===== src/rtl/mac_job_sequencer_pkg.sv =====
// Shared constants, FP16 field widths and FSM encoding for the MAC job sequencer.
// Optional exponent range handling is enabled with MAC_SEQ_EXC_EN.
package mac_job_sequencer_pkg;

  localparam int FP16_BIAS = 15;
  localparam int EXP_MAX   = 30;
  localparam int EXP_MIN   = 1;
  localparam int NORM_W    = 11;
  localparam int EXP_W     = 7;
  localparam int MANT_W    = 10;
  localparam int EF_W      = 5;
  localparam int FP16_W    = 16;

  typedef enum logic [1:0] {
    S_IDLE,
    S_FEED,
    S_DRAIN,
    S_OUT
  } seq_state_t;

endpackage


===== src/rtl/mac_job_sequencer_fp16_pack.sv =====
// Packs stage-4 {sign, norm_sum, exp_final} into an FP16 word.
// MAC_SEQ_EXC_EN adds overflow-to-inf and flush-to-zero with flag outputs.
module mac_job_sequencer_fp16_pack
  import mac_job_sequencer_pkg::*;
(
  input  logic                    sign,
  input  logic [NORM_W-1:0]       norm,
  input  logic signed [EXP_W-1:0] exp,
`ifdef MAC_SEQ_EXC_EN
  output logic                    ovf,
  output logic                    unf,
`endif
  output logic [FP16_W-1:0]       word
);

  localparam logic signed [EXP_W:0] BIAS_E = (EXP_W+1)'(FP16_BIAS);

  logic signed [EXP_W:0] bexp;

  // one extra bit so exp+bias cannot wrap before the range check
  assign bexp = $signed({exp[EXP_W-1], exp}) + BIAS_E;

`ifdef MAC_SEQ_EXC_EN
  localparam logic signed [EXP_W:0] EMAX_E = (EXP_W+1)'(EXP_MAX);
  localparam logic signed [EXP_W:0] EMIN_E = (EXP_W+1)'(EXP_MIN);

  always_comb begin
    word = '0;
    ovf  = 1'b0;
    unf  = 1'b0;
    if (norm == '0) begin
      word = {sign, 15'b0};
    end else if (bexp > EMAX_E) begin
      word = {sign, 5'h1F, 10'b0};
      ovf  = 1'b1;
    end else if (bexp < EMIN_E) begin
      word = {sign, 15'b0};
      unf  = 1'b1;
    end else begin
      word = {sign, bexp[EF_W-1:0], norm[MANT_W-1:0]};
    end
  end
`else
  logic unused_bexp_hi;
  assign unused_bexp_hi = ^bexp[EXP_W:EF_W];

  always_comb begin
    word = '0;
    if (norm == '0) begin
      word = {sign, 15'b0};
    end else begin
      word = {sign, bexp[EF_W-1:0], norm[MANT_W-1:0]};
    end
  end
`endif

endmodule


===== src/rtl/mac_job_sequencer.sv =====
// Sequences one dot-product job through the non-stallable SD4 MAC pipeline.
// Define MAC_SEQ_EXC_EN for exponent overflow/underflow handling and flags.
module mac_job_sequencer
  import mac_job_sequencer_pkg::*;
#(
  parameter int LEN_W    = 8,
  parameter int PIPE_LAT = 4
) (
  input  logic                    clk,
  input  logic                    rst,
  input  logic                    job_valid,
  input  logic [LEN_W-1:0]        job_len,
  output logic                    job_ready,
  input  logic                    op_valid,
  output logic                    op_ready,
  output logic                    pipe_vld,
  output logic                    pipe_first,
  output logic                    pipe_last,
  input  logic                    s4_sign,
  input  logic [NORM_W-1:0]       s4_norm,
  input  logic signed [EXP_W-1:0] s4_exp,
  output logic                    out_valid,
  output logic [FP16_W-1:0]       out_data,
`ifdef MAC_SEQ_EXC_EN
  output logic                    exc_ovf,
  output logic                    exc_unf,
`endif
  input  logic                    out_ready,
  output logic                    busy
);

  seq_state_t           state;
  logic [LEN_W-1:0]     len_q;
  logic [LEN_W-1:0]     cnt;
  logic [LEN_W-1:0]     cnt_inc;
  logic [PIPE_LAT-1:0]  tag;
  logic [FP16_W-1:0]    pk_word;

  assign job_ready  = (state == S_IDLE);
  assign op_ready   = (state == S_FEED);
  assign busy       = (state != S_IDLE);
  assign cnt_inc    = cnt + LEN_W'(1);
  assign pipe_vld   = op_valid & op_ready;
  assign pipe_first = pipe_vld & (cnt == '0);
  assign pipe_last  = pipe_vld & (cnt_inc == len_q);

`ifdef MAC_SEQ_EXC_EN
  logic pk_ovf;
  logic pk_unf;
`endif

  mac_job_sequencer_fp16_pack u_pack (
    .sign (s4_sign),
    .norm (s4_norm),
    .exp  (s4_exp),
`ifdef MAC_SEQ_EXC_EN
    .ovf  (pk_ovf),
    .unf  (pk_unf),
`endif
    .word (pk_word)
  );

  // tag pipe mirrors the datapath: a last tag leaves it with the stage-4 result
  always_ff @(posedge clk or negedge rst) begin
    if (!rst) begin
      tag <= '0;
    end else begin
      tag[0] <= pipe_last;
      for (int i = 1; i < PIPE_LAT; i++) begin
        tag[i] <= tag[i-1];
      end
    end
  end

  always_ff @(posedge clk or negedge rst) begin
    if (!rst) begin
      state     <= S_IDLE;
      len_q     <= '0;
      cnt       <= '0;
      out_valid <= 1'b0;
      out_data  <= '0;
`ifdef MAC_SEQ_EXC_EN
      exc_ovf   <= 1'b0;
      exc_unf   <= 1'b0;
`endif
    end else begin
      unique case (state)
        S_IDLE: begin
          if (job_valid) begin
            len_q <= job_len;
            cnt   <= '0;
            if (job_len == '0) begin
              state     <= S_OUT;
              out_valid <= 1'b1;
              out_data  <= '0;
`ifdef MAC_SEQ_EXC_EN
              exc_ovf   <= 1'b0;
              exc_unf   <= 1'b0;
`endif
            end else begin
              state <= S_FEED;
            end
          end
        end
        S_FEED: begin
          if (pipe_vld) begin
            cnt <= cnt_inc;
            if (pipe_last) state <= S_DRAIN;
          end
        end
        S_DRAIN: begin
          if (tag[PIPE_LAT-1]) begin
            state     <= S_OUT;
            out_valid <= 1'b1;
            out_data  <= pk_word;
`ifdef MAC_SEQ_EXC_EN
            exc_ovf   <= pk_ovf;
            exc_unf   <= pk_unf;
`endif
          end
        end
        S_OUT: begin
          if (out_ready) begin
            state     <= S_IDLE;
            out_valid <= 1'b0;
`ifdef MAC_SEQ_EXC_EN
            exc_ovf   <= 1'b0;
            exc_unf   <= 1'b0;
`endif
          end
        end
        default: state <= S_IDLE;
      endcase
    end
  end

endmodule


===== config.mk =====
export PLATFORM = sky130hd
export DESIGN_NAME = mac_job_sequencer
export DESIGN_NICKNAME = d
export VERILOG_FILES = /design/src/rtl/mac_job_sequencer_pkg.sv /design/src/rtl/mac_job_sequencer_fp16_pack.sv /design/src/rtl/mac_job_sequencer.sv
export SDC_FILE = /design/constraint.sdc
export NUM_CORES = 1
export LEC_CHECK = 0
export BUFFER_PORTS_ARGS = -buffer_cell sky130_fd_sc_hd__buf_2
export CORE_MARGIN = 2
export CORE_UTILIZATION = 26
export DETAILED_ROUTE_END_ITERATION = 6
export HOLD_SLACK_MARGIN = 0.12
export PLACE_DENSITY = 0.56
export SLEW_MARGIN = 5
export SYNTH_ARGS = -nofsm -noshare
export SYNTH_HDL_FRONTEND = slang
export SYNTH_SLANG_ARGS = --single-unit
export TNS_END_PERCENT = 20

===== constraint.sdc =====
create_clock -name clk -period 5.7 [get_ports clk]
set_input_delay 0.285 -clock clk [delete_from_list [all_inputs] [get_ports clk]]
set_output_delay 0.285 -clock clk [all_outputs]
set_load 0.1 [all_outputs]

==> results.sh, run 1 <==
export IMPL_outcome="finished clean"
export IMPL_cts_resized_gates=0
export IMPL_clkLatencyLatePin_ns=0.29
export IMPL_grt_total_usage_pct=11.4
export IMPL_ant_nets=0
export IMPL_arrival_ns=2.59
export IMPL_crit_reg2reg_capture="state[1]$_DFFE_PN0P_"
export IMPL_viasPerCell=4.70
export IMPL_htreeDepth=2
export IMPL_min_period_ns=2.88
export IMPL_ctsHoldBuffers=0
export IMPL_nets=307
export IMPL_tightest_slew_ns=1.03
export IMPL_die_x_um=94.2
export IMPL_drive_gt1_share_pct=27.5
export IMPL_antennaDiodeCount=0
export IMPL_p_total_mw=1.41
export IMPL_cp_slowest_stage_delay_ns=0.46
export IMPL_drc=0
export IMPL_p_leak_nw=1.17
export IMPL_vias=1745
export IMPL_synthToLayoutAreaGrowth_pct=19.3
export IMPL_r2r_setup_slack_ns=3.45
export IMPL_layout_commonest_cell="buf_2"
export IMPL_crit_family="simple AND/OR/NAND/NOR gates"
export IMPL_power_density_mw_per_mm2=557
export IMPL_fmax_ghz=0.348
export IMPL_grt_pass1_vias=1712
export IMPL_seq_area_frac_synth_pct=46.2
export IMPL_synth_warnings=0
export IMPL_critPathMaxFanout=6
export IMPL_num_io_pins=55
export IMPL_syn_area_mm2=0.00211
export IMPL_start_util_pct=27.1
export IMPL_final_cell_mix="buf_2 (52), nand2_1 (41), dfrtp_1 (39)"
export IMPL_wire_per_inst_um=13.0
export IMPL_grt_antenna_before_repair=0
export IMPL_dp_worst_setup_slack_ns=3.13
export IMPL_wirelength_um=4810
export IMPL_firstDrtPassIters=4
export IMPL_die_area_mm2=0.00887
export IMPL_die_height_um=94.2
export IMPL_start_kind="register"
export IMPL_grt_pass1_wl_um=8000
export IMPL_clkTransAtPathRegs_ns=0.08
export IMPL_fin_worst_skew_ns=0.00355
export IMPL_critPathKind="register to output pin"
export IMPL_cts_buffers=5
export IMPL_grt_max_degree=40
export IMPL_rows=32
export IMPL_cap_violations=0
export IMPL_crit_buf_inv=1
export IMPL_worstPathRequired_ns=5.41
export IMPL_fin_cells=371
export IMPL_vdd_drop_max_mv=0.277
export IMPL_max_slew_margin_pct=30.5
export IMPL_seq_area_um2=976
export IMPL_dp_cells=363
export IMPL_setup_viol=0
export IMPL_synth_cell_types=39
export IMPL_numPortBuffers=52
export IMPL_post_cts_repair_setup_buffers=0
export IMPL_cts_root_buf="clkbuf_8"
export IMPL_crit_chain="ha_1 > nand3_1 > or3_1 > a211oi_1 > o211ai_1 > nor2_1 > buf_2"
export IMPL_fp_coreArea_mm2=0.00781
export IMPL_clock_sinks=39
export IMPL_critical_path_depth=7
export IMPL_fin_crit_sh_pct=50.5
export IMPL_syn_nets=261
export IMPL_fin_util_pct=32.3
export IMPL_hold_violations=0
export IMPL_place_hpwl_um=3680
export IMPL_rsz0062_at_grt="no"
export IMPL_r2r_cells=7
export IMPL_drv_slew=0
export IMPL_cts_tree="built"
export IMPL_multi_input_area_mm2=0.00102
export IMPL_first_iter_violations=88
export IMPL_avgSynthCellArea_um2=9.52
export IMPL_grt_ovfl_total=0
export IMPL_clockBufferDepth=2
export IMPL_synthCells=222
export IMPL_end_kind="output pin"
export IMPL_reg2reg_from="cnt[0]$_DFFE_PN0P_"
export IMPL_fill_cells=824
export IMPL_hold_class="input pin to asynchronous set/reset pin"
export IMPL_gp_congestion=0.800
export IMPL_fin_tns_setup_ns=0
export IMPL_crit_slowest_cell="buf_2"
export IMPL_ys_ff_latch=39
export IMPL_finalWorstSetupSlack_ns=2.82
## sequential cells by signal, indices dropped and copies added, names as in the netlist
| register | flops |
|---|---|
| out_valid | 1 |
| state | 2 |
| out_data | 16 |
| tag | 4 |
| len_q | 8 |
| cnt | 8 |
## cell families (layout without fill, tap and decap cells)
logic type / Yosys count / after routing / synth area share (%)
AO/OA/AOI/OAI: 48 / 48 / 15.5
XOR/XNOR: 10 / 10 / 4.14
AND/OR/NAND/NOR: 79 / 79 / 17.7
flip-flops: 39 / 39 / 46.2
adder cells (fa/ha/maj): 7 / 7 / 4.14
buffers and inverters: 26 / 73 / 5.68
multiplexers: 13 / 13 / 6.69
## stage by stage
| stage | instance area [um2] | hold slack (ns) |
|---|---|---|
| after floorplan | 2120 | -0.0106 |
| after global placement | 2440 | 0.334 |
| after detailed placement | 2440 | 0.336 |
| after CTS | 2520 | 0.141 |
| after global routing | 2520 | 0.174 |
| final | 2520 | 0.106 |
## synthesized netlist by cell type, drive strengths merged
cell type / instances / area (um2)
or3: 1 / 6.26
nor3: 5 / 25.0
o221ai: 3 / 26.3
mux2i: 4 / 40.0
nand3: 9 / 45.0
a211oi: 3 / 22.5
or4: 2 / 22.5
o211ai: 1 / 7.51
nand2: 41 / 154
o21ai: 17 / 85.1
ha: 7 / 87.6
a21oi: 6 / 33.8
and3: 2 / 12.5
and3b: 1 / 8.76
o41ai: 1 / 8.76
xor2: 4 / 35.0
o211a: 1 / 10.0
dfrtp: 39 / 976
mux2: 9 / 101
clkbuf: 5 / 18.8
a31oi: 2 / 12.5
nand4: 3 / 18.8
inv: 13 / 48.8
o2bb2ai: 1 / 8.76
nand2b: 3 / 18.8
buf: 8 / 52.6
o31ai: 5 / 42.5
and2: 1 / 6.26
a22o: 6 / 52.6
xnor2: 6 / 52.6
o32ai: 1 / 8.76
nor2: 8 / 37.5
a211o: 1 / 8.76
nor4: 3 / 18.8
## area by class of cell
class	count	share of cell area, %
Multi-Input combinational cell	157	40.6
Sequential cell	39	38.7
Timing Repair Buffer	52	10.3
Tap cell	102	5.06
Clock buffer	6	2.88
Inverter	13	1.93
Clock inverter	2	0.496
## power by group
part / total (mW) / switching (mW) / leakage (nW) / internal [mW]
Sequential: 0.415 / 0.0599 / 0.514 / 0.355
Clock: 0.184 / 0.0989 / 0.0412 / 0.0856
Combinational: 0.805 / 0.617 / 0.612 / 0.188
Total: 1.41 / 0.776 / 1.17 / 0.629
## worst max-delay path by stage
stage	startpoint	slack, ns	endpoint
2_1_floorplan	state[1]$_DFFE_PN0P_	1.12	pipe_first
3_3_place_gp	cnt[0]$_DFFE_PN0P_	3.11	pipe_last
3_5_place_dp	cnt[0]$_DFFE_PN0P_	3.13	pipe_last
4_1_cts	cnt[0]$_DFFE_PN0P_	2.79	pipe_last
5_1_grt	cnt[0]$_DFFE_PN0P_	2.62	pipe_last
6_report	cnt[0]$_DFFE_PN0P_	2.82	pipe_last
## metal layers
layer / share of wire, % / GRT usage, % / routed length [um]
met1: 46 / 15.0 / 2190
met2: 49 / 18.1 / 2330
met3: 3.9 / 2.97 / 188
met4: 1.9 / 3.86 / 93
met5: 0 / 0 / 0
(Power assumes the default switching activity.)
==> run 2, diff against run 1 <==
--- a/config.mk
+++ b/config.mk
@@ -5,6 +5,7 @@
 export SDC_FILE = /design/constraint.sdc
 export NUM_CORES = 1
 export LEC_CHECK = 0
+export ABC_AREA = 1
 export BUFFER_PORTS_ARGS = -buffer_cell sky130_fd_sc_hd__buf_2
 export CORE_MARGIN = 2
 export CORE_UTILIZATION = 26
==> constraint.sdc (replaced) <==
create_clock -name clk -period 3 [get_ports clk]
set_input_delay 0.15 -clock clk [delete_from_list [all_inputs] [get_ports clk]]
set_output_delay 0.15 -clock clk [all_outputs]
set_load 0.1 [all_outputs]
==> run 2 against run 1 <==
Die area decreased by 4.2%; register-to-register slack got worse by 2.5 ns; clock-buffer cell count decreased by 1.
==> results.sh, run 2 <==
export IMPL_fin_util_pct=34.0
export IMPL_wirelength_um=4740
export IMPL_yosys_top_cells_count="nand2_1 (48), inv_1 (47), dfrtp_1 (39)"
export IMPL_crit_slowest_cell="buf_2"
export IMPL_synth_edff_count=0
export IMPL_clkTransAtPathRegs_ns=0.09
export IMPL_ys_ff_latch=39
export IMPL_yosys_area_top_type="dfrtp_1"
export IMPL_crit_buf_inv=3
export IMPL_cap_violations=0
export IMPL_critPathMaxFanout=5
export IMPL_drv_slew=0
export IMPL_synthCells=244
export IMPL_min_period_ns=2.56
export IMPL_grt_pass1_wl_um=8080
export IMPL_wire_per_inst_um=11.5
export IMPL_vdd_drop_max_mv=0.439
export IMPL_ant_nets=0
export IMPL_gp_congestion=0.878
export IMPL_fin_worst_skew_ns=0.0117
export IMPL_numPortBuffers=52
export IMPL_seq_area_um2=976
export IMPL_place_hpwl_um=3490
export IMPL_final_cell_mix="buf_2 (52), nand2_1 (48), inv_1 (47)"
export IMPL_arrival_ns=2.41
export IMPL_num_io_pins=55
export IMPL_largest_reg_flops=16
export IMPL_rsz0062_at_grt="no"
export IMPL_tightest_slew_ns=0.856
export IMPL_fin_tns_setup_ns=0
export IMPL_synth_top_area_share_pct=48.3
export IMPL_synth_warnings=0
export IMPL_cts_tree="built"
export IMPL_clockBufferDepth=2
export IMPL_fin_crit_sh_pct=85.3
export IMPL_nets=347
export IMPL_clock_sinks=39
export IMPL_outcome="finished clean"
export IMPL_cts_root_buf="clkbuf_8"
export IMPL_syn_area_mm2=0.00202
export IMPL_setup_viol=0
export IMPL_first_iter_violations=103
export IMPL_antennaDiodeCount=0
export IMPL_start_util_pct=26.4
export IMPL_fp_coreArea_mm2=0.00765
export IMPL_drive_gt1_share_pct=22.3
export IMPL_grt_ovfl_total=0
export IMPL_viasPerCell=4.32
export IMPL_largest_registers="out_data (16), cnt (8), len_q (8)"
export IMPL_fmax_ghz=0.391
export IMPL_syn_nets=283
export IMPL_multi_input_area_um2=841
export IMPL_grt_antenna_before_repair=0
export IMPL_crit_chain="inv_1 > ha_1 > inv_1 > a21boi_0 > nand3_1 > nor2_1 > nand3_1 > nor2_1 > nand3_1 > nor2_1 > buf_2"
export IMPL_grt_pass1_vias=1681
export IMPL_end_kind="output pin"
export IMPL_p_leak_nw=1.32
export IMPL_worstPathRequired_ns=2.85
export IMPL_firstDrtPassIters=5
export IMPL_synthToLayoutAreaGrowth_pct=28.7
export IMPL_max_slew_margin_pct=43.0
export IMPL_cp_slowest_stage_delay_ns=0.45
export IMPL_crit_family="buffers and inverters"
export IMPL_synthTopCellsByArea="dfrtp_1 (48%), nand2_1 (8.9%), inv_1 (8.7%)"
export IMPL_hold_violations=0
export IMPL_start_kind="register"
export IMPL_grt_total_usage_pct=11.7
export IMPL_rows=32
export IMPL_die_height_um=92.2
export IMPL_power_density_mw_per_mm2=1100
export IMPL_seq_area_frac_synth_pct=48.3
export IMPL_synth_ff_type="dfrtp_1"
export IMPL_clkLatencyLatePin_ns=0.29
export IMPL_layout_commonest_cell="buf_2"
export IMPL_die_area_mm2=0.00849
export IMPL_ys_async_sr_fraction_pct=100
export IMPL_drc=0
export IMPL_avgSynthCellArea_um2=8.28
export IMPL_top_register="out_data"
export IMPL_cts_buffers=5
export IMPL_vias=1775
export IMPL_htreeDepth=2
export IMPL_grt_max_degree=40
export IMPL_die_x_um=92.2
export IMPL_fill_cells=792
export IMPL_synth_cell_types=28
export IMPL_critPathKind="register to output pin"
export IMPL_yosysMostFrequentCell="nand2_1"
export IMPL_hold_class="input pin to register"
-- run 2: cell types whose count changed after synthesis, sizes merged, moves of 6 or more --
| cell | change |
|---|---|
| a22o | -6 |
| inv | +36 |
| mux2 | -9 |
| nand2 | +7 |
| nand3 | +16 |
| o21ai | +8 |
| o22ai | +11 |
-- run 2: logic make-up (layout without fill, tap and decap cells) --
family,Yosys count,after routing,share of synthesized area [%]
and+or+nand+nor,97,97,21.7
AOI/OAI and AO/OA,41,41,11.6
adders and majority gates,7,7,4.33
buffers and inverters,54,119,10.8
xor gates and xnor gates,6,6,3.28
DFF,39,39,48.3
-- run 2: per-stage QoR --
stage | instance area, um2 | hold slack, ns | power (mW) | setup WS, ns | std cells
6_report | 2600 | 0.124 | 2.86 | 0.440 | 411
5_1_grt | 2600 | 0.140 | 3.06 | 0.142 | 411
2_1_floorplan | 2030 | -0.146 | 2.18 | 0.0465 | 244
3_3_place_gp | 2390 | 0.316 | 2.43 | 0.777 | 393
4_1_cts | 2600 | 0.121 | 2.90 | 0.412 | 411
3_5_place_dp | 2390 | 0.315 | 2.44 | 0.774 | 393
-- run 2: path summary, 6_finish.rpt --
path                                            end  cells past startpoint                  from  slack (ns)
min in group asynchronous   out_data[1]$_DFFE_PN0P_                      2                   rst        0.50
min reg2reg                        tag[1]$_DFF_PN0_                      0      tag[0]$_DFF_PN0_        0.34
max reg2reg                out_data[11]$_DFFE_PN0P_                      7  state[0]$_DFFE_PN0P_        0.96
max                                       pipe_last                     11    cnt[0]$_DFFE_PN0P_        0.44
max in group asynchronous        cnt[5]$_DFFE_PN0P_                      2                   rst        1.95
min                         out_data[8]$_DFFE_PN0P_                      3            s4_norm[8]        0.12
-- run 2: routing by layer --
layer	GRT usage, %	share of wire (%)	vias to the layer above
li1	-	-	915
met1	15.1	45	809
met2	19.7	50	41
met3	1.97	3.2	10
met4	4.60	2.2	0
met5	0	0	-
-- run 2: layout make-up --
type	count	area share, %
inverters	49	7.07
repair buffers	62	13.9
flip-flops and latches	39	37.5
well taps	102	4.91
clock buffers	5	2.65
multi-input cells	151	32.3
clock inverters	3	1.68
-- run 2: repair_timing --
item / in CTS / in global routing
hold buffers: 10 / 0
hold endpoints to repair: 48 / 0
setup buffers: 0 / 0
setup endpoints to repair: 0 / 0
resized for setup: 0 / 0
-- run 2: worst min-delay path, stage by stage --
cell	delay [ns]
buf_2	0.10
nand3_1	0.07
o21ai_0	0.06
-- run 2: report_power, final --
part | internal, mW | switching (mW) | total (mW)
logic | 0.348 | 1.28 | 1.63
registers | 0.685 | 0.117 | 0.802
clock network | 0.248 | 0.188 | 0.436
total | 1.28 | 1.58 | 2.86
==> run 3, diff against run 2 <==
--- a/config.mk
+++ b/config.mk
@@ -7,11 +7,14 @@
 export LEC_CHECK = 0
 export ABC_AREA = 1
 export BUFFER_PORTS_ARGS = -buffer_cell sky130_fd_sc_hd__buf_2
+export CELL_PAD_IN_SITES_DETAIL_PLACEMENT = 0
+export CELL_PAD_IN_SITES_GLOBAL_PLACEMENT = 1
 export CORE_MARGIN = 2
 export CORE_UTILIZATION = 26
+export CTS_CLUSTER_DIAMETER = 50
 export DETAILED_ROUTE_END_ITERATION = 6
 export HOLD_SLACK_MARGIN = 0.12
-export PLACE_DENSITY = 0.56
+export PLACE_DENSITY = 0.69
 export SLEW_MARGIN = 5
 export SYNTH_ARGS = -nofsm -noshare
 export SYNTH_HDL_FRONTEND = slang
==> run 3 against run 2 <==
Non-clock buffer count is 4 lower; design area decreased by 2.9%; utilization fell by 1.0 points; sequential cell count unchanged; clock-buffer cell count did not move; largest cell class unchanged.
==> results.sh, run 3 (same netlist as run 2, synthesis figures left out) <==
export IMPL_drv_slew=0
export IMPL_wire_per_inst_um=11.8
export IMPL_grt_total_usage_pct=11.7
export IMPL_wirelength_um=4780
export IMPL_final_cell_mix="buf_2 (52), nand2_1 (48), inv_1 (47)"
export IMPL_arrival_ns=2.43
export IMPL_pwr_share_comb_pct=59.0
export IMPL_end_kind="output pin"
export IMPL_clockBufferDepth=2
export IMPL_finalWorstSetupSlack_ns=0.420
export IMPL_start_kind="register"
export IMPL_fill_cells=816
export IMPL_cp_slowest_stage_delay_ns=0.45
export IMPL_die_area_mm2=0.00849
export IMPL_fin_tns_setup_ns=0
export IMPL_firstDrtPassIters=4
export IMPL_top_usage_layer="met2"
export IMPL_crit_chain="inv_1 > ha_1 > inv_1 > a21boi_0 > nand3_1 > nor2_1 > nand3_1 > nor2_1 > nand3_1 > nor2_1 > buf_2"
export IMPL_place_hpwl_um=3560
export IMPL_start_util_pct=26.4
export IMPL_min_period_ns=2.58
export IMPL_met2_usage_pct=18.8
export IMPL_seq_power_share_pct=29.1
export IMPL_r2r_cells=5
export IMPL_die_x_um=92.2
export IMPL_gp_congestion=0.765
export IMPL_largest_reg_flops=16
export IMPL_crit_slowest_cell="buf_2"
export IMPL_power_frac_clock_pct=11.9
export IMPL_worstPathRequired_ns=2.85
export IMPL_first_iter_violations=112
export IMPL_grt_max_degree=40
export IMPL_switching_share_pct=57.1
export IMPL_rows=32
export IMPL_tightest_slew_ns=0.891
export IMPL_r2r_setup_slack_ns=0.91
export IMPL_top_register="out_data"
export IMPL_grt_antenna_before_repair=0
export IMPL_largest_registers="out_data (16), cnt (8), len_q (8)"
export IMPL_hold_violations=0
export IMPL_critPathKind="register to output pin"
export IMPL_layout_commonest_cell="buf_2"
export IMPL_max_slew_margin_pct=40.6
export IMPL_outcome="finished clean"
export IMPL_synthToLayoutAreaGrowth_pct=25.0
export IMPL_cap_violations=0
export IMPL_vias=1727
export IMPL_fin_worst_skew_ns=0.00350
export IMPL_numPortBuffers=52
export IMPL_switching_power_mw=1.58
export IMPL_grt_pass1_wl_um=7860
export IMPL_use_met1_pct=15.3
export IMPL_viasPerCell=4.26
export IMPL_cts_tree="built"
export IMPL_num_io_pins=55
export IMPL_hold_depth=3
export IMPL_fin_crit_sh_pct=86.0
export IMPL_antennaDiodeCount=0
export IMPL_grt_use_met3_pct=2.22
export IMPL_die_height_um=92.2
export IMPL_htreeDepth=2
export IMPL_drc=0
export IMPL_critPathMaxFanout=5
export IMPL_ant_nets=0
export IMPL_clkTransAtPathRegs_ns=0.07
export IMPL_p_int_mw=1.18
export IMPL_dp_worst_setup_slack_ns=0.703
export IMPL_nets=343
export IMPL_power_density_mw_per_mm2=1090
export IMPL_vdd_drop_max_mv=0.517
export IMPL_clkLatencyLatePin_ns=0.29
export IMPL_rsz0062_at_grt="no"
export IMPL_fp_coreArea_mm2=0.00765
export IMPL_fmax_ghz=0.388
export IMPL_drive_gt1_share_pct=22.1
export IMPL_dp_cells=393
export IMPL_grt_ovfl_total=0
export IMPL_grt_pass1_vias=1694
export IMPL_fin_cells=405
export IMPL_hold_class="input pin to register"
export IMPL_setup_viol=0
export IMPL_hold_ws_ns=0.120
export IMPL_cts_buffers=5
export IMPL_cts_root_buf="clkbuf_8"
export IMPL_p_leak_nw=1.29
export IMPL_clock_sinks=39
-- run 3: layout make-up --
cell class	count	area, um2	share of cell area (%)
inverter	49	184	7.28
clock buffer	5	68.8	2.73
sequential	39	976	38.7
multi-input combinational	151	841	33.3
timing repair buffer	58	320	12.7
clock inverter	1	7.51	0.297
tap	102	128	5.05
-- run 3: critical path: cells and delay by family (launching register included) --
kind	cells	cell delay [ns]
AO/OA/AOI/OAI	1	0.15
flip-flops	1	0.42
adder cells (fa/ha/maj)	1	0.29
AND/OR/NAND/NOR	6	0.64
buffers and inverters	3	0.62
-- run 3: routing by layer --
metal | vias up | part of all wire, %
li1 | 914 | -
met3 | 10 | 2.9
met2 | 38 | 47
met5 | - | 0
met4 | 0 | 2.7
met1 | 765 | 47
-- run 3: metrics by stage --
step	power (mW)	utilization (%)	area, um2
2_1_floorplan	2.18	-	2030
3_3_place_gp	2.43	31.2	2390
3_5_place_dp	2.45	31.2	2390
4_1_cts	2.79	33.0	2520
5_1_grt	2.94	33.0	2520
6_report	2.76	33.0	2520
-- run 3: power groups by stage --
stage / Clock [mW] / Sequential [mW] / Combinational [mW]
detailed placement: 0 / 0.812 / 1.63
floorplan: 0 / 1.31 / 0.868
finish: 0.329 / 0.804 / 1.63
global route: 0.361 / 0.828 / 1.76
global placement: 0 / 0.809 / 1.63
CTS: 0.345 / 0.804 / 1.64
-- run 3: final timing paths --
| check | start | to |
|---|---|---|
| min | s4_norm[7] | out_data[7]$_DFFE_PN0P_ |
| min reg2reg | tag[1]$_DFF_PN0_ | tag[2]$_DFF_PN0_ |
| max reg2reg | state[0]$_DFFE_PN0P_ | cnt[0]$_DFFE_PN0P_ |
| max | cnt[0]$_DFFE_PN0P_ | pipe_last |
| min in group asynchronous | rst | out_data[13]$_DFFE_PN0P_ |
| max in group asynchronous | rst | cnt[7]$_DFFE_PN0P_ |
-- run 3: what timing repair did --
action / in CTS / in global routing
endpoints found under the hold margin: 44 / 0
buffers inserted: 0 / 0
gates resized for setup: 0 / 0
hold buffers: 6 / 0
